[src/rtl/alu_result_stage_pkg.sv]
// Shared definitions for the EX/MEM result stage: state encoding, default
// widths and the layout of a buffered entry.
package alu_result_stage_pkg;

  localparam int DATA_W_DEF = 32;
  localparam int REG_W_DEF  = 5;

  typedef enum logic {
    RUN  = 1'b0,
    TRAP = 1'b1
  } state_e;

  // Entry layout, MSB first: {s, zero, overflow, negative, rd, reg_write}
  function automatic int entry_width(input int data_w, input int reg_w);
    return data_w + reg_w + 4;
  endfunction

  function automatic logic is_trap(input logic overflow, input logic sign,
                                   input logic trap_en);
    return overflow && sign && trap_en;
  endfunction

endpackage

[src/rtl/alu_result_stage_skid_fifo2.sv]
// Generic two-entry synchronous FIFO with occupancy count and clear.
// Head data is read straight from the storage registers.
module skid_fifo2 #(
  parameter int W = 8
) (
  input  logic         clk,
  input  logic         rst_n,
  input  logic         clear,
  input  logic         push,
  input  logic         pop,
  input  logic [W-1:0] din,
  output logic [W-1:0] dout,
  output logic [1:0]   count
);

  logic [W-1:0] mem_q [2];
  logic [W-1:0] mem_d [2];
  logic         rd_ptr_q, rd_ptr_d;
  logic         wr_ptr_q, wr_ptr_d;
  logic [1:0]   count_q, count_d;
  logic         do_push, do_pop;

  // Overflow/underflow requests are ignored so a misbehaving caller cannot
  // corrupt the pointers.
  assign do_push = push && (count_q != 2'd2) && !clear;
  assign do_pop  = pop  && (count_q != 2'd0) && !clear;

  always_comb begin
    rd_ptr_d = rd_ptr_q;
    wr_ptr_d = wr_ptr_q;
    count_d  = count_q;
    if (clear) begin
      rd_ptr_d = 1'b0;
      wr_ptr_d = 1'b0;
      count_d  = 2'd0;
    end else begin
      if (do_push) wr_ptr_d = ~wr_ptr_q;
      if (do_pop)  rd_ptr_d = ~rd_ptr_q;
      case ({do_push, do_pop})
        2'b10:   count_d = count_q + 2'd1;
        2'b01:   count_d = count_q - 2'd1;
        default: count_d = count_q;
      endcase
    end
  end

  generate
    for (genvar gi = 0; gi < 2; gi++) begin : g_entry
      always_comb begin
        mem_d[gi] = mem_q[gi];
        if (do_push && (wr_ptr_q == gi[0])) mem_d[gi] = din;
      end

      always_ff @(posedge clk or negedge rst_n) begin
        if (!rst_n) mem_q[gi] <= '0;
        else        mem_q[gi] <= mem_d[gi];
      end
    end
  endgenerate

  always_ff @(posedge clk or negedge rst_n) begin
    if (!rst_n) begin
      rd_ptr_q <= 1'b0;
      wr_ptr_q <= 1'b0;
      count_q  <= 2'd0;
    end else begin
      rd_ptr_q <= rd_ptr_d;
      wr_ptr_q <= wr_ptr_d;
      count_q  <= count_d;
    end
  end

  assign dout  = mem_q[rd_ptr_q];
  assign count = count_q;

endmodule

[src/rtl/alu_result_stage.sv]
// EX/MEM boundary stage: buffers ALU results and flags in a 2-entry FIFO and
// raises a precise signed-overflow exception held until acknowledged.
module alu_result_stage
  import alu_result_stage_pkg::*;
#(
  parameter int DATA_W = DATA_W_DEF,
  parameter int REG_W  = REG_W_DEF
) (
  input  logic              clk,
  input  logic              reset,
  input  logic              in_valid,
  output logic              in_ready,
  input  logic [DATA_W-1:0] in_s,
  input  logic              in_zero,
  input  logic              in_overflow,
  input  logic              in_negative,
  input  logic              in_sign,
  input  logic              in_trap_en,
  input  logic [DATA_W-1:0] in_pc,
  input  logic [REG_W-1:0]  in_rd,
  input  logic              in_reg_write,
  output logic              out_valid,
  input  logic              out_ready,
  output logic [DATA_W-1:0] out_s,
  output logic              out_zero,
  output logic              out_overflow,
  output logic              out_negative,
  output logic [REG_W-1:0]  out_rd,
  output logic              out_reg_write,
  output logic              exc_req,
  output logic [DATA_W-1:0] exc_pc,
  input  logic              exc_ack,
  input  logic              flush
);

  localparam int ENTRY_W = entry_width(DATA_W, REG_W);

  state_e             state_q, state_d;
  logic [DATA_W-1:0]  exc_pc_q, exc_pc_d;
  logic [1:0]         fifo_count;
  logic [ENTRY_W-1:0] push_entry;
  logic [ENTRY_W-1:0] head_entry;
  logic               trap;
  logic               accept;
  logic               push;
  logic               pop;

  assign trap   = is_trap(in_overflow, in_sign, in_trap_en);
  // in_ready depends only on registered occupancy and state.
  assign in_ready = (fifo_count != 2'd2) && (state_q == RUN);
  assign accept = in_valid && in_ready;
  assign push   = accept && !flush;
  assign pop    = out_valid && out_ready;

  // A trapping beat keeps its flags but must never write back.
  assign push_entry = {in_s, in_zero, in_overflow, in_negative, in_rd,
                       in_reg_write && !trap};

  skid_fifo2 #(
    .W(ENTRY_W)
  ) u_fifo (
    .clk   (clk),
    .rst_n (reset),
    .clear (flush),
    .push  (push),
    .pop   (pop),
    .din   (push_entry),
    .dout  (head_entry),
    .count (fifo_count)
  );

  assign out_valid = (fifo_count != 2'd0);
  assign {out_s, out_zero, out_overflow, out_negative, out_rd, out_reg_write} = head_entry;

  always_comb begin
    state_d  = state_q;
    exc_pc_d = exc_pc_q;
    if (flush) begin
      // exc_pc deliberately survives a flush for post-mortem inspection.
      state_d = RUN;
    end else begin
      case (state_q)
        RUN: begin
          if (accept && trap) begin
            state_d  = TRAP;
            exc_pc_d = in_pc;
          end
        end
        TRAP: begin
          if (exc_ack) state_d = RUN;
        end
        default: state_d = RUN;
      endcase
    end
  end

  always_ff @(posedge clk or negedge reset) begin
    if (!reset) begin
      state_q  <= RUN;
      exc_pc_q <= '0;
    end else begin
      state_q  <= state_d;
      exc_pc_q <= exc_pc_d;
    end
  end

  assign exc_req = (state_q == TRAP);
  assign exc_pc  = exc_pc_q;

endmodule

[config.mk]
export PLATFORM = sky130hd
export DESIGN_NAME = alu_result_stage
export DESIGN_NICKNAME = d
export VERILOG_FILES = /design/src/rtl/alu_result_stage_pkg.sv /design/src/rtl/alu_result_stage_skid_fifo2.sv /design/src/rtl/alu_result_stage.sv
export SDC_FILE = /design/constraint.sdc
export NUM_CORES = 1
export LEC_CHECK = 0
export CORE_ASPECT_RATIO = 1.2
export CORE_UTILIZATION = 51
export CTS_CLUSTER_SIZE = 40
export DETAILED_ROUTE_END_ITERATION = 7
export HOLD_SLACK_MARGIN = 0.15
export PLACE_DENSITY_LB_ADDON = 0.12
export SYNTH_ARGS = -nofsm -noshare
export SYNTH_HDL_FRONTEND = slang
export SYNTH_SLANG_ARGS = --single-unit
[constraint.sdc]
create_clock -name clk -period 5.8 [get_ports clk]
set_input_delay 1.45 -clock clk [delete_from_list [all_inputs] [get_ports clk]]
set_output_delay 1.45 -clock clk [all_outputs]
set_load 0.01 [all_outputs]
Word-level counts from Yosys, hierarchy flattened
Cells that the tools add are included.
{"block": "classes", "n_addsub": 2, "order_cmp": 1, "eq_ne": 3, "mux": 13, "bitwise": 5, "reduce_logical": 21}
{"cell": "41-bit 2-to-1 mux", "count": 3}
{"cell": "1-bit logical AND", "count": 14}
{"cell": "1-bit 2-to-1 mux", "count": 7}
{"cell": "2-bit nonzero test", "count": 3}
{"cell": "1-bit inverter", "count": 4}
{"cell": "2-bit one-hot mux with 2 select lines", "count": 1}
{"cell": "3-bit AND reduction", "count": 1}
{"cell": "3-bit nonzero test", "count": 1}
{"cell": "2-bit by 1-bit adder with 2-bit output, second input constant", "count": 1}
{"cell": "2-bit by 1-bit equality test with 1-bit output, second input constant", "count": 1}
{"cell": "2-bit equality test, second input constant", "count": 1}
{"cell": "2-bit greater-or-equal comparator, second input constant", "count": 1}
{"cell": "1-bit zero test", "count": 2}
{"cell": "2-bit 2-to-1 mux", "count": 1}
{"cell": "2-bit != test, second input constant", "count": 1}
{"cell": "1-bit inverter with 2-bit output", "count": 1}
{"cell": "1-bit one-hot mux with 2 select lines", "count": 1}
{"cell": "2-bit by 1-bit subtractor with 2-bit output, second input constant", "count": 1}
{"block": "totals", "ff_bits": 119, "out_inout_bits": 76}

Longest topological paths before layout
{"block": "depth", "ltp_word": 9, "mapped_depth": 6, "depth_no_buf": 3}

By module
A second synthesis with hierarchy kept.
{"block": "unflattened", "cells_unflattened": 321, "area_unflattened_um2": 5061.1}
{"module": "skid_fifo2", "n_inst": 1, "cells_each": 242, "area_per_inst_um2": 3763.6, "seq_area_each_um2": 2152.1}
{"module": "alu_result_stage", "n_inst": 1, "cells_each": 79, "area_per_inst_um2": 1297.5, "seq_area_each_um2": 825.8}

Worst setup path after synthesis
Ideal clock, no wire load.
{"block": "synth_timing", "path_kind": "input port to flip-flop", "start": "in flush", "end": "reg u_fifo.mem_q[43] in the netlist's numbering", "setup_time_ns": 0.125, "arrival_ns": 2.714, "slack_ns": 2.961, "path_stages": 5, "cell_sequence": "clkbuf_1 -> or4_1 -> buf_2 -> buf_6 -> mux2_4"}
{"block": "synth_via", "elab_chain_cells": 5}
{"item": "from (decl)", "line": "alu_result_stage.sv:33", "source": "input logic flush"}
{"item": "1-bit zero test (*)", "line": "alu_result_stage_skid_fifo2.sv:25, alu_result_stage.sv:52"}
{"item": "1-bit logical AND", "line": "alu_result_stage.sv:52", "source": "assign push = accept && !flush;"}
{"item": "1-bit logical AND", "line": "alu_result_stage_skid_fifo2.sv:25", "source": "assign do_push = push && (count_q != 2'd2) && !clear;"}
{"item": "1-bit logical AND (*)", "line": "alu_result_stage_skid_fifo2.sv:25"}
{"item": "1-bit logical AND (*)", "line": "alu_result_stage_skid_fifo2.sv:51", "source": "if (do_push && (wr_ptr_q == gi[0])) mem_d[gi] = din;"}
{"item": "to (signal, indexed assignment)", "line": "alu_result_stage_skid_fifo2.sv:56", "source": "else mem_q[gi] <= mem_d[gi];"}
{"item": "to (decl)", "line": "alu_result_stage_skid_fifo2.sv:16", "source": "logic [W-1:0] mem_q [2];"}
Mark *: on every way between the ends. The rest lies on a longest branch, timed or not.
A chain may end at the register's enable or synchronous reset.

Worst setup path in the final report
{"block": "layout_timing", "start": "reg u_fifo.rd_ptr_q", "end": "out out_s[4]"}
{"block": "layout_via", "elab_chain_cells": 4}
{"item": "from (decl)", "line": "alu_result_stage_skid_fifo2.sv:18", "source": "logic rd_ptr_q, rd_ptr_d;"}
{"item": "from (signal assigned)", "line": "alu_result_stage_skid_fifo2.sv:67", "source": "rd_ptr_q <= rd_ptr_d;"}
{"item": "1-bit inverter with 2-bit output (implied by the code)", "line": "alu_result_stage_skid_fifo2.sv:73", "source": "assign dout = mem_q[rd_ptr_q];"}
{"item": "41-bit 2-to-1 mux (implied by the code) (3 in series)", "line": "alu_result_stage_skid_fifo2.sv:73"}
{"item": "to (decl)", "line": "alu_result_stage.sv:24", "source": "output logic [DATA_W-1:0] out_s,"}
No other way between the ends. The select of a mux whose other input is x is not followed.

==> out/qor.txt <==
run status = finished, final reports clean
worst hold path type = flop to flop
Net Sw Frac = 0.237
Slew @ Worst Pin = 1.06 ns
Final Slew Violations = 0
first-pass GRT wire length = 17,300 um
clk buf depth = 2
# setup viols final = 0
CORE AREA = 0.0101 mm^2
Internal = 2.28 mW
largest net degree at the start of global routing = 68
port bufs = 156
Worst Path Arrival = 2.41 ns
cell taking the most area after synthesis = dfrtp_1
ant diodes = 0
Die Span Y = 114 um
die width = 95.0 um
Clock Latency Late Sink = 0.40 ns
placed cells = 588
hold_sp = u_fifo.mem_q[30]$_DFFE_PN0P_
NumNets Final = 562
Yosys reg bits = 119
final setup margin = 1.94 ns
quantity of hold-fixing buffers added after cts = 0
CP Launch Type = flop
antenna-violating nets left = 0
number of synthesized flops with an enable pin = 0
layout cells sized above 1 = 0.387
non-filler cells in the finished layout = 619
max-slew headroom at the worst pin = 0.295
distinct cell type count after synthesis = 25
CTS Root Cell = clkbuf_16
Post-CTS Setup Bufs = 0
Core Rows = 40
fin util = 0.746
Critical Path RT = 4.35 ns
Final HPWL DP = 7090 um
Fin Setup TNS = 0 ns
Yosys warning total = 0
Worst Setup SP = u_fifo.rd_ptr_q$_DFFE_PN0P_
min Tclk post-route = 3.86 ns
Via density = 5.15
FF+latch area = 0.00298 mm^2
initial antenna violation count = 0
top-area cell type share of the netlist area = 0.562
period utilization = 0.665
Seq pwr share = 0.385
top post-synthesis cells by area = dfrtp_1, mux2_4, mux2_2
Pleak = 3.39 nW
Clock Sinks = 119
worst r2r src = exc_req$_DFF_PN0_
grt total ovfl = 0
Synth Instances = 324
DRC violations left = 0
power share of the combinational group = 0.259
vias after detailed routing = 3,186
Hold Vio Cnt, Final = 0
commonest register cell after synthesis = dfrtp_1
drt total wl = 11,100 um
Clock transition at path regs = 0.05 ns
crit-path max FO = 43
RSZ-0062 raised after global routing = no
sequential element share of the synthesized area = 0.562
Pwr Density = 399 mW/mm^2
cts repair resizes = 0
Die ar. = 0.0108 mm^2
H-tree lvl count = 4
FILL cells = 660
area delta synth->final = 41.6%
pre-CTS setup slack = 1.82 ns
Initial DRC Count = 118
All-Layer GR Usage = 0.215
commonest cells in the netlist = dfrtp_1, mux2_2, mux2_4, buf_6, clkbuf_1
CTS tree = yes
num ports = 157
syn_nets = 405
vias in the first global route = 3,370
drt pass-1 iters = 4
asr flop ratio synth = 1.00
Num CTS Buffers = 17
Initial Util = 0.527
wire length per cell = 17.9 um
Max-Cap Viols = 0
Sw Pwr = 0.709 mW
part of the power in the clock network = 0.356
footprint of the multi-input gates = 0.00217 mm^2
syn_area_per_cell = 16.4 um^2
Worst setup EP type = output pin
cell with the most instances after synthesis = dfrtp_1
Layout Skew = 0.00760 ns
post-synth design cell area = 0.00530 mm^2
Setup CP Type = flop to output pin
FMAX = 259 MHz
GP Congestion = 0.714
Worst VDD drop = 0.202 mV
power groups by stage:
| stage | Clock [mW] | Sequential (mW) | Combinational [mW] |
|---|---|---|---|
| detailed placement | 0 | 1.16 | 0.780 |
| global placement | 0 | 1.15 | 0.765 |
| floorplan | 0 | 1.15 | 0.401 |
| finish | 1.07 | 1.15 | 0.775 |
| global route | 1.12 | 1.18 | 0.823 |
| CTS | 1.09 | 1.15 | 0.786 |
worst max-delay path, stage by stage, from the launching register on:
cell	delay, ns
dfrtp_2	1.07
mux2_2	0.42
clkdlybuf4s50_1	0.52
kinds of logic (layout without fill, tap and decap cells):
kind of cell	after synthesis	after routing	synth area share
buf+inv	24	193	0.0309
simple gates	16	16	0.0196
flops	119	119	0.562
compound gates	10	10	0.0106
mux	154	154	0.375
xor+xnor	1	1	0.00165
layer usage:
metal	routed length, um	global-route usage	vias up
met1	4760	0.273	1628
met5	0	0	-
met2	5700	0.355	83
li1	-	-	1464
met4	118	0.0758	0
met3	487	0.0553	11
registers in the layout, indices dropped and copies added, names as in the netlist:
register         cells
exc_pc              32
exc_req              1
u_fifo.count         2
u_fifo.mem_q        82
u_fifo.rd_ptr_q      1
u_fifo.wr_ptr_q      1
worst paths after layout:
kind	end	slack, ns	depth (start not counted)
max reg2reg	u_fifo.mem_q[6]$_DFFE_PN0P_	3.27	4
max in group asynchronous	u_fifo.rd_ptr_q$_DFFE_PN0P_	3.42	2
min in group asynchronous	u_fifo.mem_q[34]$_DFFE_PN0P_	1.16	1
max	out_s[4]	1.94	2
min	u_fifo.mem_q[30]$_DFFE_PN0P_	0.50	1
min reg2reg	u_fifo.mem_q[30]$_DFFE_PN0P_	0.50	1
through the flow:
stage	hold WS, ns	cell area [um^2]	total power, mW
finish	0.500	7500	2.99
global route	0.515	7500	3.12
CTS	0.504	7500	3.02
detailed placement	0.490	6900	1.94
global placement	0.483	6900	1.91
floorplan	0.475	5300	1.55
layout make-up:
cell class / count / share of cell area
Clock inverter: 9 / 0.0163
Sequential cell: 119 / 0.397
Multi-Input combinational cell: 181 / 0.289
Inverter: 3 / 0.00150
Clock buffer: 22 / 0.0645
Timing Repair Buffer: 159 / 0.211
Tap cell: 126 / 0.0210
placed cells by master, fill, tap and decap left out:
master / instances
clkinvlp_4: 1
nor4b_4: 1
a31oi_1: 1
o21ai_0: 5
nor2_1: 2
or4_2: 1
clkdlybuf4s50_1: 155
buf_4: 4
clkbuf_1: 1
o211ai_1: 1
nand2_1: 3
inv_1: 3
clkinv_2: 5
dfrtp_2: 1
mux2_4: 68
bufinv_16: 3
xor2_1: 1
or4_4: 1
or3_1: 1
mux2i_1: 2
nand2b_1: 2
nand3_1: 2
or2_2: 1
a21oi_1: 2
nor4bb_1: 1
nor2b_1: 1
clkbuf_8: 4
a21o_1: 1
clkbuf_16: 17
mux2_2: 84
dfrtp_1: 118
Power figures use the tool's default switching activity.
